**config.mk**
```make
export PLATFORM = sky130hd
export DESIGN_NAME = uart_crossrx_ctrl
export DESIGN_NICKNAME = d
export VERILOG_FILES = /design/src/rtl/uart_crossrx_pkg.sv /design/src/rtl/uart_crossrx_sfifo.sv /design/src/rtl/uart_crossrx_ctrl.sv
export SDC_FILE = /design/constraint.sdc
export NUM_CORES = 1
export LEC_CHECK = 0
export ABC_AREA = 0
export BUFFER_PORTS_ARGS = -buffer_cell sky130_fd_sc_hd__buf_2
export CAP_MARGIN = 20
export CORE_MARGIN = 4
export CORE_UTILIZATION = 45
export DETAILED_ROUTE_END_ITERATION = 10
export PLACE_DENSITY_LB_ADDON = 0.12
export SETUP_SLACK_MARGIN = 0.2
export SLEW_MARGIN = 20
export SYNTH_ARGS = -nofsm -noshare
export SYNTH_HDL_FRONTEND = slang
export SYNTH_HIERARCHICAL = 1
export SYNTH_SLANG_ARGS = --single-unit
```
**constraint.sdc**
```tcl
create_clock -name clk -period 6.2 [get_ports clk]
set_input_delay 0.62 -clock clk [delete_from_list [all_inputs] [get_ports clk]]
set_output_delay 0.62 -clock clk [all_outputs]
set_load 0.01 [all_outputs]
```
**src/rtl/uart_crossrx_pkg.sv**
```systemverilog
// rtl/uart_crossrx_pkg.sv - shared constants and read FSM states for the UART cross-RX frame buffer
package uart_crossrx_pkg;
  localparam int ADDR_W    = 11;
  localparam int LEN_W     = ADDR_W + 1;
  localparam int RD_LAT    = 2;
  localparam int OFIFO_DEP = 4;

  typedef enum logic [1:0] {IDLE, LOAD, RUN, DRAIN} rd_state_t;
endpackage

```
**src/rtl/uart_crossrx_sfifo.sv**
```systemverilog
// rtl/uart_crossrx_sfifo.sv - generic single-clock FIFO with combinational head, DEP a power of 2
module uart_crossrx_sfifo #(
  parameter int W   = 8,
  parameter int DEP = 4
) (
  input  logic                   clk,
  input  logic                   rst_n,
  input  logic                   push,
  input  logic [W-1:0]           push_data,
  input  logic                   pop,
  output logic [W-1:0]           head,
  output logic                   empty,
  output logic                   full,
  output logic [$clog2(DEP):0]   count
);
  localparam int AW = $clog2(DEP);
  localparam int CW = AW + 1;

  logic [W-1:0]  mem [DEP];
  logic [AW-1:0] wp, rp;
  logic          wr_en, rd_en;

  assign empty = (count == '0);
  assign full  = (count == CW'(DEP));
  assign head  = mem[rp];
  // A pop frees the slot the same cycle, so push is honoured even when full.
  assign rd_en = pop && !empty;
  assign wr_en = push && (!full || rd_en);

  always_ff @(posedge clk) begin
    if (wr_en) mem[wp] <= push_data;
  end

  always_ff @(posedge clk or negedge rst_n) begin
    if (!rst_n) begin
      wp    <= '0;
      rp    <= '0;
      count <= '0;
    end else begin
      if (wr_en) wp <= wp + AW'(1);
      if (rd_en) rp <= rp + AW'(1);
      case ({wr_en, rd_en})
        2'b10:   count <= count + CW'(1);
        2'b01:   count <= count - CW'(1);
        default: count <= count;
      endcase
    end
  end
endmodule

```
**src/rtl/uart_crossrx_ctrl.sv**
```systemverilog
// rtl/uart_crossrx_ctrl.sv - UART cross-RX frame buffer controller; UART_CROSSRX_STAT_EN adds frame/drop counters
module uart_crossrx_ctrl #(
  parameter int ADDR_W   = uart_crossrx_pkg::ADDR_W,
  parameter int RD_LAT   = uart_crossrx_pkg::RD_LAT,
  parameter int IDLE_CYC = 1000,
  parameter int MAX_FRM  = 1024,
  parameter int DESC_DEP = 8
) (
  input  logic              clk,
  input  logic              rst_n,
  input  logic              rx_vld,
  input  logic [7:0]        rx_data,
  output logic              ram_wren,
  output logic [ADDR_W-1:0] ram_wraddr,
  output logic [7:0]        ram_data,
  output logic [ADDR_W-1:0] ram_rdaddr,
  input  logic [7:0]        ram_q,
  output logic              m_vld,
  output logic [7:0]        m_data,
  output logic              m_last,
  input  logic              m_rdy,
  output logic              frm_pend,
  output logic              drop_pulse
`ifdef UART_CROSSRX_STAT_EN
  ,
  output logic [15:0]       stat_frm,
  output logic [15:0]       stat_drop
`endif
);
  import uart_crossrx_pkg::*;

  localparam int LW  = ADDR_W + 1;
  localparam int IW  = $clog2(IDLE_CYC + 1);
  localparam int DCW = $clog2(DESC_DEP) + 1;
  localparam int OCW = $clog2(OFIFO_DEP) + 1;

  logic [LW-1:0] wr_ptr, frm_base, rd_base, rd_ptr, cur_len, rd_left, rd_len, used, desc_len, desc_head;
  logic [IW-1:0] idle_cnt;
  logic          bad, full, frame_start, refuse, accept, max_close, idle_close, good_close, bad_close;
  logic          desc_pop, desc_empty, desc_full;
  logic [DCW-1:0] desc_count;

  assign used        = wr_ptr - rd_base;
  assign full        = (used == (LW'(1) << ADDR_W));
  assign frame_start = (cur_len == '0) && !bad;
  assign refuse      = full || (frame_start && desc_full);
  assign accept      = rx_vld && !bad && !refuse;
  assign max_close   = accept && (cur_len + LW'(1) == LW'(MAX_FRM));
  assign idle_close  = !rx_vld && (idle_cnt == IW'(IDLE_CYC - 1)) && (cur_len != '0 || bad);
  assign good_close  = max_close || (idle_close && !bad);
  assign bad_close   = idle_close && bad;
  assign desc_len    = max_close ? LW'(MAX_FRM) : cur_len;

  always_ff @(posedge clk or negedge rst_n) begin
    if (!rst_n) begin
      ram_wren   <= 1'b0;
      ram_wraddr <= '0;
      ram_data   <= '0;
      drop_pulse <= 1'b0;
      idle_cnt   <= '0;
      bad        <= 1'b0;
      wr_ptr     <= '0;
      frm_base   <= '0;
      cur_len    <= '0;
    end else begin
      ram_wren   <= accept;
      drop_pulse <= bad_close;
      if (accept) begin
        ram_wraddr <= wr_ptr[ADDR_W-1:0];
        ram_data   <= rx_data;
      end
      if (rx_vld) idle_cnt <= '0;
      else if (idle_cnt != IW'(IDLE_CYC - 1)) idle_cnt <= idle_cnt + IW'(1);
      if (rx_vld && !bad && refuse) bad <= 1'b1;
      else if (bad_close) bad <= 1'b0;
      // A bad frame is discarded by rewinding to where it began.
      if (bad_close) wr_ptr <= frm_base;
      else if (accept) wr_ptr <= wr_ptr + LW'(1);
      if (good_close) begin
        frm_base <= accept ? wr_ptr + LW'(1) : wr_ptr;
        cur_len  <= '0;
      end else if (bad_close) begin
        cur_len  <= '0;
      end else if (accept) begin
        cur_len  <= cur_len + LW'(1);
      end
    end
  end

  uart_crossrx_sfifo #(.W(LW), .DEP(DESC_DEP)) u_desc (
    .clk(clk), .rst_n(rst_n), .push(good_close), .push_data(desc_len), .pop(desc_pop),
    .head(desc_head), .empty(desc_empty), .full(desc_full), .count(desc_count)
  );

  rd_state_t       state, state_nx;
  logic [RD_LAT-1:0] pipe_vld, pipe_last;
  logic [8:0]      ofifo_head;
  logic            ofifo_empty, ofifo_full, ofifo_pop, last_acc, issue;
  logic [OCW-1:0]  ofifo_count;
  logic [7:0]      occ;

  assign m_vld      = !ofifo_empty;
  assign m_data     = m_vld ? ofifo_head[7:0] : 8'h00;
  assign m_last     = m_vld && ofifo_head[8];
  assign ofifo_pop  = m_vld && m_rdy;
  assign last_acc   = ofifo_pop && ofifo_head[8];
  assign ram_rdaddr = rd_ptr[ADDR_W-1:0];
  assign frm_pend   = !desc_empty || (state != IDLE);

  // Reads still in the RAM pipeline already own an output FIFO slot.
  always_comb begin
    occ = 8'(ofifo_count);
    for (int i = 0; i < RD_LAT; i++) occ = occ + 8'(pipe_vld[i]);
  end

  always_comb begin
    state_nx = state;
    desc_pop = 1'b0;
    issue    = 1'b0;
    case (state)
      IDLE:  if (!desc_empty) state_nx = LOAD;
      LOAD:  begin
        desc_pop = 1'b1;
        state_nx = RUN;
      end
      RUN:   if (occ < 8'(OFIFO_DEP)) begin
        issue = 1'b1;
        if (rd_left == LW'(1)) state_nx = DRAIN;
      end
      DRAIN: if (last_acc) state_nx = desc_empty ? IDLE : LOAD;
      default: state_nx = IDLE;
    endcase
  end

  always_ff @(posedge clk or negedge rst_n) begin
    if (!rst_n) begin
      state     <= IDLE;
      rd_ptr    <= '0;
      rd_left   <= '0;
      rd_len    <= '0;
      rd_base   <= '0;
      pipe_vld  <= '0;
      pipe_last <= '0;
    end else begin
      state <= state_nx;
      if (state == LOAD) begin
        rd_left <= desc_head;
        rd_len  <= desc_head;
      end else if (issue) begin
        rd_left <= rd_left - LW'(1);
      end
      if (issue) rd_ptr <= rd_ptr + LW'(1);
      pipe_vld  <= (pipe_vld << 1) | RD_LAT'(issue);
      pipe_last <= (pipe_last << 1) | RD_LAT'(issue && rd_left == LW'(1));
      // Space is returned only once the consumer has taken the whole frame.
      if (last_acc) rd_base <= rd_base + rd_len;
    end
  end

  uart_crossrx_sfifo #(.W(9), .DEP(OFIFO_DEP)) u_ofifo (
    .clk(clk), .rst_n(rst_n), .push(pipe_vld[RD_LAT-1]), .push_data({pipe_last[RD_LAT-1], ram_q}),
    .pop(ofifo_pop), .head(ofifo_head), .empty(ofifo_empty), .full(ofifo_full), .count(ofifo_count)
  );

  logic unused_sink;
  assign unused_sink = ^{desc_count, ofifo_full};

`ifdef UART_CROSSRX_STAT_EN
  always_ff @(posedge clk or negedge rst_n) begin
    if (!rst_n) begin
      stat_frm  <= '0;
      stat_drop <= '0;
    end else begin
      if (good_close && stat_frm != 16'hFFFF) stat_frm <= stat_frm + 16'd1;
      if (bad_close && stat_drop != 16'hFFFF) stat_drop <= stat_drop + 16'd1;
    end
  end
`endif
endmodule
```
==> impl_metrics.env, run 1 <==
export IMPL_outcome="completed"
export IMPL_grt_usage_pct=16.1
export IMPL_syn_cell_area_mm2=0.0129
export IMPL_rsz0062_at_grt="false"
export IMPL_hpwlAfterDp_um=16600
export IMPL_critPathArrivalTime_ps=5680
export IMPL_grt_max_degree=73
export IMPL_tritoncts="built"
export IMPL_clk_path_buf_depth=3
export IMPL_hold_class="in2async"
export IMPL_worstReg2RegEnd="u_desc/count[3]"
export IMPL_die_w_um=177
export IMPL_fmax_mhz=190
export IMPL_ant_nets=0
export IMPL_reg2reg_depth=18
export IMPL_vdd_ir_drop_worst_mv=0.287
export IMPL_drt_total_wl_um=24700
export IMPL_skew_ps=11.2
export IMPL_initialDrtViolationCount=362
export IMPL_grt_pass1_vias=7871
export IMPL_antenna_found_initial=0
export IMPL_setup_violations=0
export IMPL_drive_gt1_share_pct=18.5
export IMPL_syn2layout_area_growth_pct=12.7
export IMPL_r2r_slack_ps=930
export IMPL_layoutNonFillerInstCount=1488
export IMPL_post_route_period_util_pct=85.1
export IMPL_clk_pin_slew_ps=60
export IMPL_dieArea_mm2=0.0315
export IMPL_clkLatencyLatePin_ps=550
export IMPL_power_density_mw_per_mm2=439
export IMPL_htree_num_levels=1
export IMPL_worst_pin_slew_ps=940
export IMPL_design_core_area_mm2=0.0281
export IMPL_cp_start_kind="flop"
export IMPL_dpl_instance_area_mm2=0.0136
export IMPL_numClockSinks=270
export IMPL_drt_pass1_iterations=4
export IMPL_cp_end_kind="flop"
export IMPL_p_leak_nw=6.05
export IMPL_critical_path_max_fanout=31
export IMPL_cp_required_ps=6600
export IMPL_drc=0
export IMPL_avgSynthCellArea_um2=12.6
export IMPL_seqCellArea_mm2=0.00742
export IMPL_gp_congestion=0.754
export IMPL_rows=61
export IMPL_totalNegativeSetupSlack_ps=0
export IMPL_final_cell_mix="dfrtp_1 (138), edfxtp_1 (132), nand2_1 (81), inv_1 (64)"
export IMPL_port_buffers=62
export IMPL_cts_hold_buffers=0
export IMPL_fill_cells=2479
export IMPL_post_cts_buffers=0
export IMPL_ctsResizeCount=0
export IMPL_syn_instance_count=1029
export IMPL_num_nets_final=1156
export IMPL_slew_viol_final=0
export IMPL_crit_type="reg2reg"
export IMPL_final_common_cell="dfrtp_1"
export IMPL_n_antenna_cell=0
export IMPL_num_vias=7830
export IMPL_synthesis_yosys_warnings=6
export IMPL_r2r_start="wr_ptr[1]"
export IMPL_syn_nets=1096
export IMPL_grt_overflow=0
export IMPL_multiInputGateArea_mm2=0.00505
export IMPL_design_area_mm2=0.0146
export IMPL_routedWlPerCell_um=16.6
export IMPL_dp_cells=1436
export IMPL_maxCapViolCount=0
export IMPL_finalHoldViolCount=0
export IMPL_avgViaCountPerCell=5.26
export IMPL_grt_first_pass_wirelength_um=41300
export IMPL_cp_startpoint="wr_ptr[1]"
export IMPL_cts_buffers=29
export IMPL_root_buffer="clkbuf_16"
export IMPL_die_y_um=177
export IMPL_initial_utilization_pct=46.0
export IMPL_io_pins=63
export IMPL_period_minus_slack_ps=5270
export IMPL_slew_headroom_pct=37.3
==> metal layers <==
layer | global-route usage (%) | vias up | wire length (µm)
met1 | 22.5 | 3860 | 11500
met5 | 0 | - | 0
li1 | - | 3831 | -
met2 | 27.1 | 112 | 12000
met4 | 3.35 | 0 | 346
met3 | 2.36 | 27 | 891
==> flip-flops by register name (all words and copies together) (netlist names), 8 cells and up <==
register and cells:
u_desc/mem 96, ram_data 8, rd_ptr 11, u_ofifo/mem 36
rd_base 12, idle_cnt 10, rd_left 12, frm_base 12
cur_len 12, ram_wraddr 11, wr_ptr 12, rd_len 12
==> report_power, final <==
group / total [mW] / switching (mW) / internal, mW
Sequential: 2.50 / 0.299 / 2.20
Clock: 1.75 / 0.688 / 1.06
Combinational: 2.15 / 1.14 / 1.01
Total: 6.40 / 2.13 / 4.27
==> worst max-delay path: stages (launching register included) <==
cell	delay (ps)
dfrtp_1	420
ha_1	320
nor2b_1	170
o311ai_2	350
a21oi_2	160
o41ai_1	330
mux2i_1	300
nand4_2	350
nand3_4	520
nand4b_1	360
o21ai_0	160
buf_4	200
or3_1	390
inv_1	90
ha_1	220
a211oi_1	320
or3_1	200
o22a_1	140
o221ai_1	110
==> final cells by class <==
| cell class | count | share of cell area, % |
|---|---|---|
| Sequential cell | 270 | 50.9 |
| Multi-Input combinational cell | 648 | 34.6 |
| Clock buffer | 33 | 5.08 |
| Tap cell | 378 | 3.25 |
| Timing Repair Buffer | 76 | 2.89 |
| Inverter | 64 | 1.65 |
| Clock inverter | 19 | 1.57 |
==> stage by stage <==
stage	hold slack, ps	worst slack [ps]	power, mW	utilization (%)
2_1_floorplan	324	1830	4.17	-
6_report	67.0	926	6.40	51.9
3_5_place_dp	340	902	4.71	48.4
3_3_place_gp	336	1120	4.68	48.4
5_1_grt	104	441	6.89	51.9
4_1_cts	82.4	892	6.50	51.8
==> worst max-delay path by stage <==
| stage | slack, ps | cells past startpoint | end |
|---|---|---|---|
| 2_1_floorplan | 1830 | 16 | u_desc/mem[0][0] |
| 3_3_place_gp | 1120 | 15 | u_desc/mem[2][9] |
| 6_report | 930 | 18 | u_desc/count[3] |
| 4_1_cts | 890 | 18 | u_desc/count[3] |
| 5_1_grt | 440 | 18 | u_desc/count[3] |
| 3_5_place_dp | 900 | 18 | u_desc/count[3] |
(Power assumes the default switching activity.)
==> inputs of run 2 (changes only) <==
--- a/config.mk
+++ b/config.mk
@@ -10,11 +10,11 @@
 export CAP_MARGIN = 20
 export CORE_MARGIN = 4
 export CORE_UTILIZATION = 45
+export CTS_BUF_LIST = sky130_fd_sc_hd__clkbuf_8
 export DETAILED_ROUTE_END_ITERATION = 10
 export PLACE_DENSITY_LB_ADDON = 0.12
 export SETUP_SLACK_MARGIN = 0.2
 export SLEW_MARGIN = 20
 export SYNTH_ARGS = -nofsm -noshare
 export SYNTH_HDL_FRONTEND = slang
-export SYNTH_HIERARCHICAL = 1
 export SYNTH_SLANG_ARGS = --single-unit
==> constraint.sdc (replaced) <==
create_clock -name clk -period 6.2 [get_ports clk]
set_input_delay 0.62 -clock clk [delete_from_list [all_inputs] [get_ports clk]]
set_output_delay 0.62 -clock clk [all_outputs]
set_load 0.05 [all_outputs]
==> run 2 against run 1 <==
Synthesized cell count shrank 0.19%; critical path depth decreased by 7; clock-buffer cell count grew 20; maximum frequency increased by 39%; wire length up 6.2%; die area decreased by 1.2%; cell area shrank 0.70%; power rose by 5.0%; hold slack worse by 18 ps; register-to-register slack improved by 1500 ps; sequential power about the same; via count grew 4.0%; critical path type unchanged; critical endpoint is now u_desc.mem[6][1].
==> impl_metrics.env, run 2 <==
export IMPL_root_buffer="clkbuf_8"
export IMPL_cts_hold_buffers=0
export IMPL_num_nets_final=1178
export IMPL_cts_buffers=47
export IMPL_synthFlopType="dfrtp_1"
export IMPL_htree_num_levels=2
export IMPL_vdd_ir_drop_worst_mv=0.196
export IMPL_fill_cells=2446
export IMPL_slew_viol_final=0
export IMPL_clk_pin_slew_ps=60
export IMPL_fin_ws_ps=2390
export IMPL_crit_type="reg2reg"
export IMPL_ctsResizeCount=0
export IMPL_final_common_cell="dfrtp_1"
export IMPL_fmax_mhz=263
export IMPL_p_leak_nw=5.92
export IMPL_power_mw=6.72
export IMPL_cp_start_kind="flop"
export IMPL_final_cell_mix="dfrtp_1 (138), edfxtp_1 (132), nand2_1 (83), nor2_1 (65), inv_1 (64)"
export IMPL_rows=61
export IMPL_power_density_mw_per_mm2=465
export IMPL_initialDrtViolationCount=503
export IMPL_die_w_um=176
export IMPL_syn_nets=1094
export IMPL_outcome="completed"
export IMPL_largest_register_ffs=96
export IMPL_setup_violations=0
export IMPL_design_core_area_mm2=0.0279
export IMPL_totalNegativeSetupSlack_ps=0
export IMPL_dieArea_mm2=0.0311
export IMPL_num_vias=8143
export IMPL_grt_usage_pct=17.2
export IMPL_ant_nets=0
export IMPL_avgViaCountPerCell=5.33
export IMPL_numClockSinks=270
export IMPL_hpwlAfterDp_um=17500
export IMPL_finalHoldViolCount=0
export IMPL_critical_path_max_fanout=12
export IMPL_synth_top_cell_by_area="edfxtp_1"
export IMPL_hold_class="in2async"
export IMPL_async_reset_ff_share_pct=51.1
export IMPL_cp_required_ps=6470
export IMPL_clk_path_buf_depth=3
export IMPL_synth_most_common_cell="dfrtp_1"
export IMPL_grt_pass1_vias=8136
export IMPL_post_cts_buffers=0
export IMPL_grt_overflow=0
export IMPL_critPathArrivalTime_ps=4080
export IMPL_drt_pass1_iterations=5
export IMPL_hold_slack_ps=48.9
export IMPL_syn_cell_area_mm2=0.0128
export IMPL_synth_area_leaders="edfxtp_1 (31%), dfrtp_1 (27%), mux4_2 (5.8%)"
export IMPL_pre_cts_ws_ps=2410
export IMPL_die_y_um=176
export IMPL_synth_common_cells="dfrtp_1 (138), edfxtp_1 (132), nand2_1 (83)"
export IMPL_tritoncts="built"
export IMPL_antenna_found_initial=0
export IMPL_worst_pin_slew_ps=1040
export IMPL_synthesis_yosys_warnings=0
export IMPL_syn_instance_count=1027
export IMPL_reg_top3="u_desc.mem (96), u_ofifo.mem (36)"
export IMPL_synth_top_area_share_pct=31.1
export IMPL_design_area_mm2=0.0145
export IMPL_synth_seq_cells=270
export IMPL_syn2layout_area_growth_pct=13.4
export IMPL_maxCapViolCount=0
export IMPL_drc=0
export IMPL_period_minus_slack_ps=3810
export IMPL_ys_seq_area_share_pct=58.1
export IMPL_cp_startpoint="wr_ptr[4]"
export IMPL_io_pins=63
export IMPL_grt_max_degree=74
export IMPL_rsz0062_at_grt="false"
export IMPL_ys_types=66
export IMPL_avgSynthCellArea_um2=12.4
export IMPL_routedWlPerCell_um=17.1
export IMPL_slew_headroom_pct=30.2
export IMPL_drt_total_wl_um=26200
export IMPL_skew_ps=18.3
export IMPL_gp_congestion=0.835
export IMPL_synth_edf_count=132
export IMPL_n_antenna_cell=0
export IMPL_post_route_period_util_pct=61.4
export IMPL_r2r_start="wr_ptr[4]"
export IMPL_clkLatencyLatePin_ps=560
export IMPL_initial_utilization_pct=45.8
export IMPL_dpl_instance_area_mm2=0.0135
export IMPL_cp_end_kind="flop"
export IMPL_regMostFlops="u_desc.mem"
export IMPL_port_buffers=62
export IMPL_grt_first_pass_wirelength_um=43300
export IMPL_drive_gt1_share_pct=20.3
==> run 2: layout make-up <==
cell class                 instances  area (µm²)  share of cell area (%)
sequential                       270        7420                    51.3
multi-input combinational        665        5020                    34.7
clock buffer                      53         729                    5.04
tap                              378         473                    3.27
timing repair buffer              77         433                    2.99
clock inverter                    35         210                    1.45
inverter                          50         188                    1.30
==> run 2: where the power goes <==
group          switching [mW]  leakage (nW)  internal (mW)
sequential              0.322          2.98           2.21
clock                   0.730         0.544          0.874
combinational            1.58          2.40           1.00
==> run 2: path summary, 6_finish.rpt <==
kind,to,slack [ps],cells after the start
max in group asynchronous,rd_ptr[7],4760,2
min in group clk,u_ofifo.mem[2][5],280,1
max reg2reg,u_desc.mem[6][1],2390,11
min,ram_data[1],50,1
max,u_desc.mem[6][1],2390,11
min reg2reg,pipe_vld[1],380,0
==> run 2: critical path: stages (launching register included) <==
cell and delay (ps):
dfrtp_1 460, ha_1 420, and4_1 220, a21oi_1 140, a21boi_0 250, a31oi_1 110, nand2b_1 320, a211oi_2 290
o21ai_1 90, buf_4 200, nor4_2 720, buf_4 290
==> run 2: metal layers <==
metal / GRT usage [%] / vias up / wire [µm]
met5: 0 / - / 0
met4: 4.64 / 0 / 512
met3: 3.04 / 46 / 999
met2: 27.8 / 137 / 12500
met1: 24.2 / 3995 / 12100
li1: - / 3965 / -
==> run 2: cells by family after synthesis <==
logic type                 after synthesis  synth area share (%)
adders and majority gates               47                  4.73
DFF                                    270                  58.1
and+or+nand+nor                        304                  12.0
buffers and inverters                   92                  2.97
muxes                                   73                  9.28
AOI/OAI and AO/OA                      191                  9.44
xor gates and xnor gates                50                  3.43
==> run 2: per-stage QoR <==
stage | instances | util [%]
final | 1528 | 51.9
after floorplan | 1027 | -
after detailed placement | 1440 | 48.5
after global routing | 1528 | 51.9
after CTS | 1528 | 51.9
after global placement | 1439 | 48.5
